**config.mk**
```make
export PLATFORM = sky130hd
export DESIGN_NAME = pc_fetch_unit
export DESIGN_NICKNAME = d
export VERILOG_FILES = /design/src/rtl/cpu_defs.sv /design/src/rtl/next_pc_sel.sv /design/src/rtl/pc_fetch_unit.sv
export SDC_FILE = /design/constraint.sdc
export NUM_CORES = 1
export LEC_CHECK = 0
export CAP_MARGIN = 20
export CORE_UTILIZATION = 42
export CTS_BUF_LIST = sky130_fd_sc_hd__clkbuf_8
export CTS_CLUSTER_SIZE = 24
export DETAILED_ROUTE_END_ITERATION = 16
export PLACE_DENSITY = 0.82
export RECOVER_POWER = 50
export SLEW_MARGIN = 20
export SYNTH_ARGS = -nofsm -noshare
export SYNTH_HDL_FRONTEND = slang
export SYNTH_HIERARCHICAL = 1
export SYNTH_SLANG_ARGS = --single-unit
export TNS_END_PERCENT = 10
```
**constraint.sdc**
```tcl
create_clock -name clock -period 3.4 [get_ports clock]
set_clock_uncertainty 0.15 [all_clocks]
set_input_delay 1.02 -clock clock [delete_from_list [all_inputs] [get_ports clock]]
set_output_delay 1.02 -clock clock [all_outputs]
set_load 0.05 [all_outputs]
```
**src/rtl/cpu_defs.sv**
```systemverilog
// Shared definitions for the fetch stage: FSM encoding, reset vector and PC step.
package cpu_defs;
  typedef enum logic [1:0] {
    ST_BOOT = 2'd0,
    ST_RUN  = 2'd1,
    ST_HALT = 2'd2
  } state_t;

  localparam logic [31:0] RESET_VECTOR_DEF = 32'h0000_0000;
  localparam logic [31:0] PC_INC           = 32'd4;

  // Signed word offset from an imm16 field, as a byte displacement.
  function automatic logic [31:0] branch_disp(input logic [15:0] off);
    return {{14{off[15]}}, off, 2'b00};
  endfunction
endpackage

```
**src/rtl/next_pc_sel.sv**
```systemverilog
// Next-PC target generation and redirect priority. Holding cases return the current pc.
module next_pc_sel
  import cpu_defs::*;
(
  input  logic [31:0] pc,
  input  logic [31:0] pc_plus4,
  input  logic        halt_req,
  input  logic        stall,
  input  logic        branch_taken,
  input  logic [15:0] branch_offset,
  input  logic        jump,
  input  logic [25:0] jump_target,
  input  logic        jump_reg,
  input  logic [31:0] reg_target,
  output logic [31:0] npc,
  output logic        advance,
  output logic        misalign_fault
);

  always_comb begin
    npc            = pc;
    advance        = 1'b0;
    misalign_fault = 1'b0;
    if (halt_req || stall) begin
      npc = pc;
    end else if (jump_reg) begin
      // A misaligned register target is never loaded; the fault parks the core.
      if (reg_target[1:0] != 2'b00) begin
        misalign_fault = 1'b1;
      end else begin
        npc     = reg_target;
        advance = 1'b1;
      end
    end else if (jump) begin
      npc     = {pc_plus4[31:28], jump_target, 2'b00};
      advance = 1'b1;
    end else if (branch_taken) begin
      npc     = pc_plus4 + branch_disp(branch_offset);
      advance = 1'b1;
    end else begin
      npc     = pc_plus4;
      advance = 1'b1;
    end
  end

endmodule

```
**src/rtl/pc_fetch_unit.sv**
```systemverilog
// Program counter register and boot/run/halt sequencing for instruction fetch.
//  state | meaning
//  BOOT  | out of reset, pc = reset vector, fetch not yet valid
//  RUN   | fetching; pc advances or redirects each cycle unless held
//  HALT  | halt instruction or misaligned jump_reg; frozen until reset
module pc_fetch_unit
  import cpu_defs::*;
#(
  parameter logic [31:0] RESET_VECTOR = RESET_VECTOR_DEF,
  parameter int          CNT_W        = 32
) (
  input  logic             clock,
  input  logic             reset,
  input  logic             stall,
  input  logic             halt_req,
  input  logic             branch_taken,
  input  logic [15:0]      branch_offset,
  input  logic             jump,
  input  logic [25:0]      jump_target,
  input  logic             jump_reg,
  input  logic [31:0]      reg_target,
  output logic [31:0]      pc,
  output logic [31:0]      pc_plus4,
  output logic             fetch_valid,
  output logic             halted,
  output logic             misaligned,
  output logic [CNT_W-1:0] inst_count
);

  state_t     state_q, state_d;
  logic [31:0] pc_q;
  logic [31:0] npc;
  logic        advance;
  logic        misalign_fault;
  logic [CNT_W-1:0] cnt_q;
  logic        mis_q;
  logic        run;

  assign run = (state_q == ST_RUN);

  next_pc_sel u_sel (
    .pc             (pc_q),
    .pc_plus4       (pc_plus4),
    .halt_req       (halt_req),
    .stall          (stall),
    .branch_taken   (branch_taken),
    .branch_offset  (branch_offset),
    .jump           (jump),
    .jump_target    (jump_target),
    .jump_reg       (jump_reg),
    .reg_target     (reg_target),
    .npc            (npc),
    .advance        (advance),
    .misalign_fault (misalign_fault)
  );

  always_comb begin
    state_d = state_q;
    case (state_q)
      ST_BOOT: state_d = ST_RUN;
      ST_RUN:  if (halt_req || misalign_fault) state_d = ST_HALT;
      ST_HALT: state_d = ST_HALT;
      default: state_d = ST_BOOT;
    endcase
  end

  always_ff @(posedge clock or posedge reset) begin
    if (reset) begin
      state_q <= ST_BOOT;
      pc_q    <= RESET_VECTOR;
      cnt_q   <= '0;
      mis_q   <= 1'b0;
    end else begin
      state_q <= state_d;
      if (run && advance) begin
        pc_q  <= npc;
        cnt_q <= cnt_q + CNT_W'(1);
      end
      if (run && misalign_fault) mis_q <= 1'b1;
    end
  end

  assign pc          = pc_q;
  assign pc_plus4    = pc_q + PC_INC;
  assign fetch_valid = run;
  assign halted      = (state_q == ST_HALT);
  assign misaligned  = mis_q;
  assign inst_count  = cnt_q;

endmodule
```
=== Word level (Yosys, flattened, before mapping) ===
Cells that the tools add are included.

* Register bits: 67
* Logic and storage cells: 31

* Add/sub/neg operators: 3
* Equality and inequality tests: 4
* Multiplexer cells: 12
* Bitwise operators: 1
* Reductions and logical operators: 7

{| class="wikitable"
|+ Operator list
! kind !! number
|-
| $mux W32 || 4
|-
| $add A32 B1 Y32 const B || 1
|-
| $add A32 B3 Y32 const B || 1
|-
| $add A32 B32 Y32 || 1
|-
| $mux W1 || 6
|-
| $pmux W2 S3 || 1
|-
| $reduce_and A3 Y1 || 1
|-
| $eq A2 B1 Y1 const B || 1
|-
| $eq A2 B2 Y1 const B || 1
|-
| $logic_and A1 B1 Y1 || 2
|-
| $logic_not A2 Y1 || 1
|-
| $logic_or A1 B1 Y1 || 2
|-
| $mux W2 || 1
|-
| $ne A2 B1 Y1 const B || 1
|-
| $ne A2 B2 Y1 const B || 1
|-
| $reduce_bool A2 Y1 || 1
|-
| $not A1 Y1 || 1
|}

=== Longest topological paths before layout ===
Gate-level depths: netlist of run 1.

* Depth after elaboration: 7
* Depth in mapped cells: 17

=== Cells and area by module ===
Netlist of run 1, hierarchy kept.

{| class="wikitable"
|+ Modules (own cells, without submodules)
! module !! instances !! cells each !! area an instance (sq um) !! seq. area each (sq um)
|-
| pc_fetch_unit || 1 || 288 || 3,370.7 || 1,676.6
|-
| next_pc_sel || 1 || 424 || 2,775.2 || 0.0
|}

=== Worst setup path before layout of run 1 ===
OpenSTA, ideal clock, no wires.

* Kind: reg-to-reg
* From: reg pc_q[2] (netlist: pc[2])
* To: reg pc_q[25] (netlist: pc[25])
* Setup time: 0.125 ns
* Arrival: 4.627 ns
* Slack: -1.501 ns
* Stages on the path, launching flop included: 15
* Period minus slack after synthesis: 4.901 ns
* Cell sequence: dfrtp_1 -> ha_1 -> nand4_1 -> or3_1 -> xnor2_1 -> ha_1 -> clkbuf_1 -> and2_1 -> a32oi_1 -> nand2_1 -> nor2_1 -> o21ai_1 -> or4_1 -> a31o_1 -> mux2_2

* Longest elaborated chain between the ends: 5

{| class="wikitable"
|+ Ends and longest elaborated chain
! element !! line !! source
|-
| start: declaration || pc_fetch_unit.sv:31 || <nowiki>logic [31:0] pc_q;</nowiki>
|-
| start signal: assignment || pc_fetch_unit.sv:76 || <nowiki>pc_q <= npc;</nowiki>
|-
| $add A32 B3 Y32 || pc_fetch_unit.sv:84 || <nowiki>assign pc_plus4 = pc_q + PC_INC;</nowiki>
|-
| net pc_plus4[14] || pc_fetch_unit.sv:23 || <nowiki>output logic [31:0] pc_plus4,</nowiki>
|-
| $add A32 B32 Y32 || next_pc_sel.sv:38 || <nowiki>npc = pc_plus4 + branch_disp(branch_offset);</nowiki>
|-
| $mux W32 || next_pc_sel.sv:37 || <nowiki>end else if (branch_taken) begin</nowiki>
|-
| $mux W32 || next_pc_sel.sv:34 || <nowiki>end else if (jump) begin</nowiki>
|-
| $mux W32 || next_pc_sel.sv:26 || <nowiki>end else if (jump_reg) begin</nowiki>
|}

The timed path passes the listed nets, and every way through them passes these cells.
A chain may end at the register's enable or synchronous reset.

=== Worst setup path in the final report of run 1 ===
* From: reg pc_q[2] (netlist: pc[2])
* To: reg pc_q[23] (netlist: pc[23])

* Longest elaborated chain between the ends: 5

{| class="wikitable"
|+ Ends and longest elaborated chain
! element !! line
|-
| $add A32 B3 Y32 * || pc_fetch_unit.sv:84
|-
| $add A32 B32 Y32 || next_pc_sel.sv:38
|-
| $mux W32 * || next_pc_sel.sv:37
|-
| $mux W32 * || next_pc_sel.sv:34
|-
| $mux W32 * || next_pc_sel.sv:26
|}

Every way passes the cells marked *; elsewhere a longest branch is shown, timed or not.

==> out/qor.log, run 1 <==
qor: status.outcome finished, violations left
qor: status.failing_checks negative setup slack
qor: pwr.power_per_cell_area 792 nW/um2
qor: synth.synth-seq-cells 67
qor: final_layout.post_route_cells_drive_above_1_share 37.8%
qor: worst_setup_path.r2r.worst_path.cells 17
qor: pwr.sw_frac_of_total 49.1%
qor: worst_setup_path.critical_path_arrival 4.33 ns
qor: pwr.leakagePower 5.07 nW
qor: route.ant_nets 0
qor: floorplan.floorplan.initialDensity 43.6%
qor: worst_hold_path.min-delay-path-class flip-flop to flip-flop
qor: synth.synthTopCellsByCount 67 x sky130_fd_sc_hd__dfrtp_1, 59 x sky130_fd_sc_hd__xnor2_1, 55 x sky130_fd_sc_hd__nand2_1
qor: worst_setup_path.timing.critical_path.fanout_max 4
qor: synth.synth_largest_type_area_fraction 27.3%
qor: route.detailed_route_wirelength_on_metal2 13600 um
qor: synth.synth_fp_nets 828
qor: route.dr_total_vias 8380
qor: route.top_signal_layer_used met4
qor: worst_setup_path.launching_instance_or_port_of_the_critical_path pc[2]
qor: synth.async_flop_share 100%
qor: synth.synth_cell_type_count 68
qor: job.max-cap-violations 0
qor: global_route.grt_max_degree 28
qor: sta.fin_ws -0.838 ns
qor: synth.synth-edff-count 0
qor: final_layout.utilization_after_layout 77.4%
qor: sta.setup_violations 39
qor: pwr.cell_internal_pwr 4.40 mW
qor: synth.synth_top_cell_by_area sky130_fd_sc_hd__dfrtp_1
qor: worst_hold_path.hold_path_origin misaligned
qor: sta.slew_violations 0
qor: synth.netlist_area 6150 um2
qor: route.post-route-drc-count 0
qor: synth.netlist_top_cells_area sky130_fd_sc_hd__dfrtp_1 27%, sky130_fd_sc_hd__xnor2_1 8.4%, sky130_fd_sc_hd__ha_1 6.9%
qor: synth.postSynth.topFlopCell sky130_fd_sc_hd__dfrtp_1
qor: pwr.sequentialPowerShare 13.5%
qor: pwr.power_dissipated_by_switching_net_loads 4.24 mW
qor: global_route.global_route.usage.total 35.0%
qor: pwr.clk_network_pwr_share 10.4%
qor: worst_setup_path.cp.required 3.49 ns
qor: clocking.ctsHoldBuffers 0
qor: global_route.number_of_antenna_violations_at_the_first_check_in_global_routing 2
qor: synth.yosysWarningCount 6
qor: sta.grt_setup_unrepaired true
qor: placed_design.port-buffer-count 179
qor: sta.worst-slew-pin-transition 1.01 ns
qor: clocking.cts_buffers 9
qor: placed_design.hpwl 19200 um
qor: clocking.clkSinkCount 67
qor: placed_design.routabilityCongestion 1.03
qor: floorplan.core-area 14100 um2
qor: clocking.worst_skew_pair_later_pin_latency 0.37 ns
qor: route.drt-wirelength-per-cell 24.4 um
qor: clocking.clock_tree.buffer_depth 2
qor: clocking.clkSlewWorstSetupHoldPaths 0.08 ns
qor: global_route.grt.overflow.total 0
qor: route.totalWireLength 30900 um
qor: sta.maxSlewHeadroom 32.6%
qor: floorplan.die_y 123 um
qor: sta.max_freq 236 MHz
qor: final_layout.flow.area_growth_from_synthesis 77.6%
qor: global_route.first_pass_grt_wire_length 39700 um
qor: route.route.detailed.vias_per_inst 6.63
qor: worst_setup_path.rrSetupSlack -0.84 ns
qor: worst_setup_path.critical_path.endpoint pc[23]
qor: worst_setup_path.startpoint_type flip-flop
qor: route.met1Wirelength 10600 um
qor: floorplan.ioPinCount 180
qor: pwr.totalPowerFinal 8.65 mW
qor: worst_setup_path.crit-reg2reg-capture pc[23]
qor: synth.synthesized_netlist_cell_count 712
qor: floorplan.placement_rows 43
qor: sta.timing.final.hold_violations 0
qor: worst_setup_path.worstReg2RegStart pc[2]
qor: synth.yosys.cell_count.top_type sky130_fd_sc_hd__dfrtp_1
qor: route.total_iterations_of_the_first_detailed_routing_run 6
qor: clocking.tritoncts built
qor: pwr.p_comb_share 76.1%
qor: worst_setup_path.timing_worst_setup_path_type flip-flop to flip-flop
qor: route.route.met3.wl 4010 um
qor: floorplan.die-width 123 um
qor: sta.layout_min_cycle_time 4.24 ns
qor: route.first_iter_violations 1435
qor: pwr.ir_drop 0.348 mV
qor: clocking.cts.htree.levels 3
qor: floorplan.area_of_the_die 15100 um2
qor: clocking.clock_tree.root_cell sky130_fd_sc_hd__clkbuf_8
qor: sta.post-route-period-util 125%
qor: synth.synth_area_per_cell 8.63 um2
qor: worst_setup_path.cp-end-kind flip-flop
qor: global_route.vias_in_the_first_global_route 7433
qor: synth.seq_area_frac_synth 27.3%
qor: final_layout.design.final.nets 1193
==> worst min-delay path by stage <==
stage | cells after the start | endpoint | slack [ns]
floorplan | 1 | state_q[1] | 0.36
global placement | 1 | misaligned | 0.29
detailed placement | 1 | misaligned | 0.30
CTS | 1 | misaligned | 0.32
global route | 1 | misaligned | 0.34
finish | 1 | misaligned | 0.31
==> per-layer routing <==
layer / up-vias / track usage [%]
li1: 3406 / -
met5: - / 0
met4: 0 / 19.1
met2: 833 / 54.8
met1: 3887 / 45.1
met3: 254 / 7.52
==> registers in the layout (all words and copies together) (netlist names) <==
| name | flops |
|---|---|
| inst_count | 32 |
| pc | 32 |
| misaligned | 1 |
| state_q | 2 |
==> kinds of logic after synthesis <==
logic type	after synthesis	share of synthesized area [%]
and+or+nand+nor	226	19.6
AOI/OAI and AO/OA	201	21.9
xor gates and xnor gates	81	11.5
DFF	67	27.3
buffers and inverters	51	3.36
muxes	51	9.04
adders and majority gates	35	7.25
==> cell usage in the layout, fill, tap and decap left out, types with 7 or more instances in the layout <==
| cell type | count |
|---|---|
| sky130_fd_sc_hd__buf_6 | 10 |
| sky130_fd_sc_hd__a22o_1 | 11 |
| sky130_fd_sc_hd__xnor2_4 | 9 |
| sky130_fd_sc_hd__inv_1 | 20 |
| sky130_fd_sc_hd__xnor2_1 | 38 |
| sky130_fd_sc_hd__clkdlybuf4s50_1 | 134 |
| sky130_fd_sc_hd__xnor2_2 | 12 |
| sky130_fd_sc_hd__a21oi_2 | 11 |
| sky130_fd_sc_hd__buf_4 | 188 |
| sky130_fd_sc_hd__ha_1 | 23 |
| sky130_fd_sc_hd__ha_4 | 10 |
| sky130_fd_sc_hd__a21oi_1 | 37 |
| sky130_fd_sc_hd__clkbuf_8 | 11 |
| sky130_fd_sc_hd__buf_12 | 24 |
| sky130_fd_sc_hd__nand3_1 | 29 |
| sky130_fd_sc_hd__dfrtp_1 | 50 |
| sky130_fd_sc_hd__dfrtp_2 | 17 |
| sky130_fd_sc_hd__and3_1 | 12 |
| sky130_fd_sc_hd__nand2_1 | 50 |
| sky130_fd_sc_hd__o22ai_1 | 33 |
| sky130_fd_sc_hd__nand4_1 | 27 |
| sky130_fd_sc_hd__a21o_1 | 17 |
| sky130_fd_sc_hd__o21ai_2 | 7 |
| sky130_fd_sc_hd__mux2i_1 | 14 |
| sky130_fd_sc_hd__mux2_2 | 31 |
| sky130_fd_sc_hd__dlygate4sd3_1 | 17 |
| sky130_fd_sc_hd__nor2_1 | 40 |
| sky130_fd_sc_hd__xor2_1 | 17 |
| sky130_fd_sc_hd__o21ai_1 | 8 |
| sky130_fd_sc_hd__o21ai_0 | 18 |
==> layout make-up <==
class | count | area, um2
antenna | 2 | 5.00
clock buffer | 11 | 151
clock inverter | 5 | 108
fill | 806 | 3180
inverter | 22 | 82.6
multi-input combinational | 594 | 5050
sequential | 67 | 1700
tap | 180 | 225
timing repair buffer | 383 | 3590
==> critical path, cell delays in order, from the launching register on <==
cell	delay (ns)
sky130_fd_sc_hd__dfrtp_2	0.39
sky130_fd_sc_hd__ha_4	0.15
sky130_fd_sc_hd__nand4_1	0.22
sky130_fd_sc_hd__buf_4	0.22
sky130_fd_sc_hd__or3_4	0.40
sky130_fd_sc_hd__buf_6	0.16
sky130_fd_sc_hd__xnor2_4	0.20
sky130_fd_sc_hd__ha_4	0.23
sky130_fd_sc_hd__and2_4	0.16
sky130_fd_sc_hd__a32oi_2	0.26
sky130_fd_sc_hd__nand3_2	0.13
sky130_fd_sc_hd__a31oi_4	0.33
sky130_fd_sc_hd__buf_6	0.16
sky130_fd_sc_hd__o21ai_1	0.09
sky130_fd_sc_hd__xor2_1	0.16
sky130_fd_sc_hd__mux2i_1	0.21
sky130_fd_sc_hd__o21ai_1	0.19
sky130_fd_sc_hd__mux2_4	0.31
==> power by group through the flow <==
stage                     Combinational [mW]  Clock, mW  Sequential, mW
after floorplan                         2.57          0            1.90
after global placement                  5.62          0            1.15
after detailed placement                5.72          0            1.16
after CTS                               5.92      0.887            1.15
after global routing                    6.80      0.936            1.19
final                                   6.58      0.896            1.17
==> timing repair <==
item / in CTS / in global routing
resized for setup: 53 / 54
setup buffers: 6 / 14
endpoints found under the setup margin: 29 / 45
cloned: 0 / 0
pin swaps: 29 / 45
hold endpoints to repair: 0 / 0
==> metrics by stage <==
step                      cell area (um2)  TNS [ns]  setup slack, ns  hold slack, ns  cells
after floorplan                      6550    -13.28           -0.744           0.356    712
after global placement              10100    -11.73           -0.630           0.290   1226
after detailed placement            10100    -13.21           -0.703           0.298   1226
after CTS                           10600     -4.30           -0.436           0.316   1248
after global routing                10900    -16.99           -0.948           0.345   1264
final                               10900    -14.30           -0.838           0.312   1264
No activity file was read; power rests on OpenSTA's default activity.
==> run 2, diff against run 1 <==
Settings changed: CORE_UTILIZATION 42 to 30, PLACE_DENSITY 0.82 to 0.64.
==> out/qor.log, run 2 (synthesis gave the netlist of run 1 again) <==
qor: sta.hold_slack 0.315 ns
qor: final_layout.layout_commonest_cell sky130_fd_sc_hd__buf_4
qor: global_route.grt.overflow.total 0
qor: floorplan.ioPinCount 180
qor: sta.maxSlewHeadroom -18.0%
qor: route.route.detailed.vias_per_inst 5.35
qor: global_route.vias_in_the_first_global_route 7183
qor: floorplan.placement_rows 51
qor: sta.timing.final.hold_violations 0
qor: sta.grt_setup_unrepaired true
qor: global_route.first_pass_grt_wire_length 40300 um
qor: clocking.cts.htree.levels 3
qor: final_layout.instances_no_fill 1360
qor: floorplan.area_of_the_die 21100 um2
qor: worst_setup_path.critical_path.endpoint pc[31]
qor: worst_setup_path.critical_path.most_common_cell sky130_fd_sc_hd__buf_4
qor: worst_setup_path.critical_path_arrival 4.00 ns
qor: global_route.grt_max_degree 68
qor: final_layout.post_route_cells_drive_above_1_share 39.0%
qor: final_layout.final_area 11100 um2
qor: clocking.ctsHoldBuffers 0
qor: sta.max_freq 257 MHz
qor: route.drt-wirelength-per-cell 19.1 um
qor: floorplan.core-area 19800 um2
qor: pwr.totalPowerFinal 8.03 mW
qor: route.first_iter_violations 462
qor: pwr.leakagePower 5.00 nW
qor: placed_design.port-buffer-count 179
qor: sta.layout_min_cycle_time 3.89 ns
qor: worst_setup_path.launching_instance_or_port_of_the_critical_path pc[16]
qor: worst_setup_path.r2r.worst_path.cells 18
qor: final_layout.flow.area_growth_from_synthesis 81.2%
qor: worst_hold_path.min-delay-path-class flip-flop to flip-flop
qor: global_route.global_route.usage.total 24.4%
qor: clocking.clock_tree.root_cell sky130_fd_sc_hd__clkbuf_8
qor: sta.worst-slew-pin-transition 1.77 ns
qor: route.ant_nets 0
qor: sta.fin_ws -0.485 ns
qor: worst_setup_path.startpoint_type flip-flop
qor: placed_design.postPlaceCellArea 10300 um2
qor: worst_setup_path.rrSetupSlack -0.49 ns
qor: placed_design.routabilityCongestion 0.957
qor: final_layout.antenna-diode-count 0
qor: floorplan.die-width 145 um
qor: clocking.worst_skew_pair_later_pin_latency 0.37 ns
qor: route.total_iterations_of_the_first_detailed_routing_run 5
qor: worst_setup_path.timing_worst_setup_path_type flip-flop to flip-flop
qor: placed_design.dp_slack -0.721 ns
qor: worst_setup_path.timing.critical_path.fanout_max 4
qor: clocking.clock_tree.buffer_depth 2
qor: final_layout.design.final.nets 1206
qor: status.failing_checks max-capacitance violations, max-slew violations, negative setup slack
qor: floorplan.die_y 145 um
qor: clocking.clkSinkCount 67
qor: worst_setup_path.cp.required 3.51 ns
qor: global_route.number_of_antenna_violations_at_the_first_check_in_global_routing 0
qor: route.post-route-drc-count 0
qor: job.max-cap-violations 1
qor: sta.setup_violations 31
qor: placed_design.post-place-cells 1329
qor: route.dr_total_vias 7270
qor: sta.setup-tns-final -6.32 ns
qor: pwr.ir_drop 0.243 mV
qor: worst_setup_path.critPathSlowestCell sky130_fd_sc_hd__dfrtp_2
qor: placed_design.hpwl 19800 um
qor: clocking.clkSlewWorstSetupHoldPaths 0.09 ns
qor: final_layout.utilization_after_layout 56.3%
qor: final_layout.most_used_cells_in_the_layout_excluding_fill_and_tap_cells 197 x sky130_fd_sc_hd__buf_4, 134 x sky130_fd_sc_hd__clkdlybuf4s50_1, 51 x sky130_fd_sc_hd__nand2_1, 50 x sky130_fd_sc_hd__dfrtp_1
qor: sta.post-route-period-util 114%
qor: worst_setup_path.crit-reg2reg-capture pc[31]
qor: clocking.tritoncts built
qor: sta.slew_violations 68
qor: floorplan.floorplan.initialDensity 31.1%
qor: worst_setup_path.cp-end-kind flip-flop
qor: worst_setup_path.worstReg2RegStart pc[16]
qor: route.totalWireLength 25900 um
qor: worst_setup_path.worst_path_cell_chain nand4_1, buf_4, buf_4, nor4_4, buf_6, nand4_1, buf_4, xnor2_4, ha_4, nand2_4, nor2_4, nand2_2, or3_4, o21a_1, o311ai_2, mux2i_1, a211oi_2, mux2_4
qor: worst_setup_path.crit_path_max_incr_delay 0.37 ns
qor: clocking.cts_buffers 9
qor: status.outcome finished, violations left
qor: pwr.power_per_cell_area 721 nW/um2
run 2: area by class of cell:
class	count	area (um2)
clock buffers	9	124
fillers	1718	8640
clock inverters	7	52.6
inverters	22	82.6
repair buffers	396	3710
well taps	265	332
multi-input cells	594	5140
flip-flops and latches	67	1700
run 2: critical path: cells and delay by family, from the launching register on:
family | cells | cell delay (ns)
and+or+nand+nor | 7 | 1.00
buffers and inverters | 4 | 0.66
AOI/OAI and AO/OA | 3 | 0.56
muxes | 2 | 0.54
DFF | 1 | 0.37
adders and majority gates | 1 | 0.31
xor gates and xnor gates | 1 | 0.16
run 2: worst min path at each step:
stage / end / startpoint / cells past startpoint
after global placement: misaligned / misaligned / 1
after CTS: misaligned / misaligned / 1
final: misaligned / misaligned / 1
after detailed placement: misaligned / misaligned / 1
after global routing: inst_count[31] / inst_count[31] / 1
after floorplan: state_q[1] / state_q[1] / 1
run 2: metal layers:
metal	share of wire, %	vias to the layer above	track usage (%)
li1	-	3431	-
met4	2.1	0	8.11
met3	7.8	34	6.82
met1	44	3516	31.9
met5	0	-	0
met2	46	289	38.4
run 2: timing repair:
item	4_1_cts	5_1_grt
buffers inserted	8	7
resized for setup	65	48
endpoints found under the setup margin	37	43
pin swaps	27	36
run 2: power by group:
| group | internal [mW] | leakage, nW | switching [mW] | total [mW] |
|---|---|---|---|---|
| logic | 2.90 | 4.03 | 3.35 | 6.25 |
| clock network | 0.268 | 0.0837 | 0.374 | 0.642 |
| registers | 0.984 | 0.885 | 0.160 | 1.14 |
==> run 3, diff against run 2 <==
Settings changed: CTS_BUF_LIST sky130_fd_sc_hd__clkbuf_8 to unset, MAX_ROUTING_LAYER set to met4, SETUP_SLACK_MARGIN set to 0.5.
==> out/qor.log, run 3 (synthesis gave the netlist of run 1 again) <==
qor: final_layout.post_route_cells_drive_above_1_share 43.4%
qor: worst_setup_path.launching_instance_or_port_of_the_critical_path pc[2]
qor: clocking.clkSlewWorstSetupHoldPaths 0.07 ns
qor: route.post-route-drc-count 0
qor: worst_setup_path.critical_path.most_common_cell sky130_fd_sc_hd__buf_4
qor: clocking.ctsHoldBuffers 0
qor: global_route.number_of_antenna_violations_at_the_first_check_in_global_routing 2
qor: floorplan.area_of_the_die 21100 um2
qor: worst_setup_path.cp.required 3.49 ns
qor: route.route.detailed.vias_per_inst 5.35
qor: floorplan.die-width 145 um
qor: final_layout.utilization_after_layout 58.8%
qor: sta.timing.final.hold_violations 0
qor: clocking.clock_tree.buffer_depth 2
qor: route.total_iterations_of_the_first_detailed_routing_run 5
qor: final_layout.design.final.nets 1213
qor: route.totalWireLength 27200 um
qor: clocking.cts.htree.levels 3
qor: final_layout.most_used_cells_in_the_layout_excluding_fill_and_tap_cells 196 x sky130_fd_sc_hd__buf_4, 117 x sky130_fd_sc_hd__clkdlybuf4s50_1, 46 x sky130_fd_sc_hd__nand2_1, 46 x sky130_fd_sc_hd__dfrtp_1
qor: placed_design.routabilityCongestion 0.910
qor: sta.setup_violations 27
qor: global_route.grt.overflow.total 0
qor: route.drt-wirelength-per-cell 19.9 um
qor: sta.post-route-period-util 115%
qor: worst_setup_path.rrSetupSlack -0.52 ns
qor: placed_design.hpwl 20000 um
qor: status.outcome finished, violations left
qor: worst_setup_path.critical_path_arrival 4.02 ns
qor: worst_setup_path.path_depth 20
qor: global_route.first_pass_grt_wire_length 40900 um
qor: floorplan.placement_rows 51
qor: final_layout.fillcell_total 1688
qor: route.dr_total_vias 7328
qor: sta.fin_ws -0.525 ns
qor: final_layout.flow.area_growth_from_synthesis 89.3%
qor: job.max-cap-violations 1
qor: floorplan.die_y 145 um
qor: final_layout.layout_commonest_cell sky130_fd_sc_hd__buf_4
qor: clocking.tritoncts built
qor: worst_setup_path.startpoint_type flip-flop
qor: sta.worst-slew-pin-transition 1.80 ns
qor: global_route.global_route.usage.total 25.7%
qor: route.first_iter_violations 425
qor: worst_setup_path.r2r.worst_path.cells 20
qor: pwr.ir_drop 0.257 mV
qor: status.failing_checks max-capacitance violations, max-slew violations, negative setup slack
qor: clocking.cts_buffers 9
qor: pwr.leakagePower 5.38 nW
qor: worst_setup_path.worst_path_cell_chain ha_4, nand4_1, nor4_4, buf_6, nand4_1, buf_4, xnor2_4, ha_4, buf_4, nand2_1, o21ai_2, o41ai_2, buf_4, o21ai_4, nand2_2, o21a_1, o311ai_4, mux2i_1, a211oi_2, mux2_2
qor: worst_hold_path.min-delay-path-class flip-flop to flip-flop
qor: worst_setup_path.crit_path_max_incr_delay 0.38 ns
qor: pwr.power_per_cell_area 745 nW/um2
qor: sta.max_freq 255 MHz
qor: worst_hold_path.hold_path_origin misaligned
qor: floorplan.core-area 19800 um2
qor: clocking.clock_tree.root_cell sky130_fd_sc_hd__clkbuf_16
qor: global_route.grt_max_degree 68
qor: worst_setup_path.timing.critical_path.fanout_max 5
qor: placed_design.port-buffer-count 179
qor: worst_setup_path.worstReg2RegStart pc[2]
qor: pwr.totalPowerFinal 8.67 mW
qor: clocking.clkSinkCount 67
qor: worst_setup_path.cp-end-kind flip-flop
qor: sta.slew_violations 68
qor: worst_setup_path.critPathTopFamily compound AO/OA/AOI/OAI gates
qor: worst_setup_path.timing_worst_setup_path_type flip-flop to flip-flop
qor: sta.grt_setup_unrepaired true
qor: sta.layout_min_cycle_time 3.92 ns
qor: global_route.vias_in_the_first_global_route 7157
qor: floorplan.floorplan.initialDensity 31.1%
qor: worst_setup_path.critPathSlowestCell sky130_fd_sc_hd__dfrtp_2
qor: worst_setup_path.worst-path-buf-inv 4
qor: clocking.worst_skew_pair_later_pin_latency 0.35 ns
qor: floorplan.ioPinCount 180
qor: placed_design.dp_slack -0.754 ns
qor: sta.maxSlewHeadroom -19.9%
qor: route.ant_nets 0
qor: sta.setup-tns-final -6.52 ns
qor: worst_setup_path.crit-reg2reg-capture pc[31]
qor: worst_setup_path.critical_path.endpoint pc[31]
[run 3: changes by cell type in the layout (fill, tap and decap cells not counted), sizes merged]
cell,delta
clkdlybuf4s50,-17
dlygate4sd3,-15
dlymetal6s2s,+12
buf,+11
dlygate4sd2,+10
clkbuf,+6
clkinvlp,-2
diode,+2
inv,+2
[run 3: worst min path at each step]
stage / endpoint / depth (start not counted)
after global placement: misaligned / 1
final: misaligned / 1
after global routing: misaligned / 1
after floorplan: state_q[1] / 1
after detailed placement: misaligned / 1
after CTS: misaligned / 1
[run 3: cell type report]
cell class	count	area [um2]	share of cell area, %
diodes	2	5.00	0.0430
clock buffers	9	225	1.94
clock inverters	7	65.1	0.559
inverters	22	85.1	0.731
multi-input cells	594	5450	46.8
flip-flops and latches	67	1700	14.6
well taps	265	332	2.85
repair buffers	403	3770	32.4
[run 3: worst register-to-register path, delay by kind of cell, from the launching register on]
kind	cells	cell delay [ns]
buffers and inverters	4	0.60
muxes	2	0.53
AOI/OAI and AO/OA	6	0.82
xor gates and xnor gates	1	0.14
DFF	1	0.38
adders and majority gates	2	0.42
and+or+nand+nor	5	0.78
[run 3: power breakdown]
group          internal (mW)  switching [mW]
clock                  0.513           0.431
sequential             0.988           0.161
combinational           3.06            3.52
total                   4.56            4.11
[run 3: what timing repair did]
| item | CTS | global route |
|---|---|---|
| cloned | 0 | 0 |
| gates resized for setup | 124 | 95 |
| hold endpoints to repair | 0 | 0 |
| setup endpoints to repair | 85 | 92 |
| pin swaps | 76 | 57 |
| setup buffers | 23 | 7 |
[run 3: per-stage QoR]
stage | instance area, um2 | cells | hold WS [ns]
after global placement | 10300 | 1321 | 0.290
after floorplan | 6660 | 712 | 0.356
after CTS | 11300 | 1360 | 0.308
after global routing | 11600 | 1368 | 0.320
final | 11600 | 1369 | 0.306
after detailed placement | 10300 | 1321 | 0.293
[run 3: layer usage]
| metal | share of wire, % | GRT usage, % | wire (um) | vias to the layer above |
|---|---|---|---|---|
| met5 | 0 | - | 0 | - |
| met4 | 2.8 | 6.84 | 751 | 0 |
| met3 | 6.6 | 5.31 | 1790 | 54 |
| met2 | 48 | 41.0 | 13000 | 265 |
| met1 | 43 | 33.0 | 11700 | 3560 |
| li1 | - | - | - | 3449 |
==> patch (flow settings as in run 3) <==
Register the output `inst_count` once more, cleared by the reset; this adds one clock of latency there. The other outputs are not delayed to match.
--- a/src/rtl/pc_fetch_unit.sv
+++ b/src/rtl/pc_fetch_unit.sv
@@ -87,3 +87,9 @@
   assign misaligned  = mis_q;
-  assign inst_count  = cnt_q;
+  always_ff @(posedge clock or posedge reset) begin
+    if (reset) begin
+      inst_count <= '0;
+    end else begin
+      inst_count <= cnt_q;
+    end
+  end
 
Formal check against the unedited RTL: not equivalent (Yosys sat finds a counterexample within 4 cycles, from zero or initial values and one cycle with reset high).
==> patch against run 3 <==
  * The flow still finishes with violations (max-capacitance violations, max-slew violations, negative setup slack)
  * Fmax is 2.7% higher
  * Final area is 5.0% higher
  * Global-route usage is 1.4 points lower
  * Count of clock-buffer cells in the layout is 1 higher
  * Critical path depth is 2 lower
  * Sequential share of layout area is 5.8 points higher
  * Combinational power is 2% lower
  * Synthesized area is 12% higher
  * Sequential cell count is 32 higher
  * Routed wire length is 0.76% higher
  * Total power is 4.6% higher
  * Worst setup slack better by 0.10 ns
  * Largest cell class unchanged
==> patch: results (changes against run 3) <==
| Metric | Value |
|---|---|
| Initial antenna violation count | `3 (+1)` |
| Failing checks | `max-capacitance violations, max-slew violations, negative setup slack` |
| Status | `complete, but fails checks` |
| Final nets | `1223 (+0.82%)` |
| DP Cell Count | `1363 (+3.2%)` |
| DR pass1 iterations | `5 (unchanged)` |
| Final Setup Violations | `22 (-19%)` |
| Hold depth | `0 (-1)` |
| Total GRT Usage | `0.243 (-0.0142)` |
| Cell leakage power | `5.76 nW (+7.0%)` |
| R2R Path Start | `pc[2]` |
| Crit path kind | `flip-flop to flip-flop` |
| Slowest CP cell | `dfrtp_2` |
| Reg area | `0.00250 mm² (+47%)` |
| H-Tree Level Count | `3 (unchanged)` |
| Root buf cell | `clkbuf_16` |
| Reg2reg path depth | `18 (-10%)` |
| Iteration-0 DRC Markers | `375 (-12%)` |
| Final Max Slew Viols | `35 (-49%)` |
| Drt total wl | `27400 µm (+0.76%)` |
| Via count | `7420 (+1.3%)` |
| Vias/cell | `5.30 (-0.99%)` |
| Warnings, synthesis | `6 (unchanged)` |
| Clk buf depth | `2 (unchanged)` |
| Sw Ratio | `0.453 (-0.0210)` |
| Reg-to-Reg End | `pc[31]` |
| Post-synth top cells | `dfrtp_1, nand2_1, xnor2_1, a21oi_1, nor2_1` |
| Filler cells | `2005 (+19%)` |
| Pin count of the biggest net entering global routing | `42 (-38%)` |
| Syn Inst Count | `734 (+3.1%)` |
| CP max stage delay | `0.40 ns (+0.02 ns)` |
| Dominant cells by area after synthesis | `dfrtp_1, xnor2_1, ha_1` |
| Placed Area | `0.0111 mm² (+7.4%)` |
| Count of cell types in the netlist | `67 (-1.5%)` |
| Peak VDD IR | `0.000374 V (+46%)` |
| Share of layout cells above drive strength 1 | `0.390 (-0.0435)` |
| First-pass GRT wire length | `42300 µm (+3.4%)` |
| GP Congestion | `0.966 (+6.1%)` |
| Register area share after synthesis | `0.360 (+0.0877)` |
| Crit path max fanout | `5 (unchanged)` |
| Slew HR | `-0.0164 (+0.183)` |
| Max-cap check violation count | `1 (unchanged)` |
| Via count of the first global-routing pass | `7541 (+5.4%)` |
| WHS Endpoint | `inst_count[31]` |
| Worst-path clk slew | `0.07 ns (about the same)` |
| WP data arrival | `3.90 ns (-0.12 ns)` |
| Syn Nets | `850 (+2.7%)` |
| DP Wirelength | `21200 µm (+5.7%)` |
| Port bufs | `179 (unchanged)` |
| Hold Slack | `0.253 ns (-0.0530 ns)` |
| Hold path startpoint | `cnt_q[31]` |
| Final Worst Setup Slack | `-0.420 ns (+0.104 ns)` |
## patch: worst max-delay path, delay by kind of cell (launching register included)
family                     cells  cell delay (ns)
AOI/OAI and AO/OA              3             0.56
xor gates and xnor gates       1             0.14
adders and majority gates      2             0.46
buffers and inverters          3             0.47
DFF                            1             0.40
muxes                          2             0.53
and+or+nand+nor                7             1.00
## patch: worst max path at each step
stage               depth (start not counted)  endpoint  slack (ns)
floorplan                                  15    pc[31]       -0.83
global placement                           13    pc[16]       -0.68
detailed placement                         13    pc[16]       -0.73
CTS                                        17    pc[31]       -0.37
global route                               18    pc[31]       -0.57
finish                                     18    pc[31]       -0.42
## patch: logic make-up (layout without fill, tap and decap cells)
family | after synthesis | count (layout) | share of synthesized area
compound gates | 202 | 202 | 0.197
flops | 99 | 99 | 0.360
simple gates | 217 | 217 | 0.165
fa+ha+maj | 35 | 35 | 0.0648
xor+xnor | 80 | 80 | 0.102
buf+inv | 50 | 428 | 0.0295
other cells | 0 | 3 | 0
mux | 51 | 51 | 0.0808
## patch: cell type report
| class | instances | area share |
|---|---|---|
| Clock buffer | 10 | 0.0187 |
| Clock inverter | 6 | 0.00645 |
| Timing Repair Buffer | 390 | 0.307 |
| Inverter | 22 | 0.00696 |
| Tap cell | 285 | 0.0292 |
| Multi-Input combinational cell | 585 | 0.427 |
| Sequential cell | 99 | 0.204 |
| Antenna cell | 3 | 0.000614 |
## patch: repair_timing
action	4_1_cts	5_1_grt
gates resized for setup	96	80
setup buffers	9	9
setup endpoints to repair	80	81
hold buffers	0	0
pin swaps	42	48
## patch: power groups by stage
stage	registers (mW)	logic, mW	clock network [mW]
5_1_grt	1.60	6.81	1.16
2_1_floorplan	2.32	2.64	0
3_3_place_gp	1.57	5.86	0
6_report	1.56	6.43	1.08
3_5_place_dp	1.58	5.90	0
4_1_cts	1.56	6.14	1.11
## patch: metal layers
metal	vias up	part of all wire	track usage
met4	0	0.032	0.106
met2	273	0.46	0.373
met3	54	0.069	0.0527
met5	-	0	-
met1	3609	0.44	0.307
li1	3484	-	-
## patch: metrics by stage
stage               worst slack [ns]  TNS [ns]
global route                  -0.571    -12.46
floorplan                     -0.826    -52.09
detailed placement            -0.733    -14.30
finish                        -0.420     -4.66
CTS                           -0.370     -3.64
global placement              -0.682    -13.26
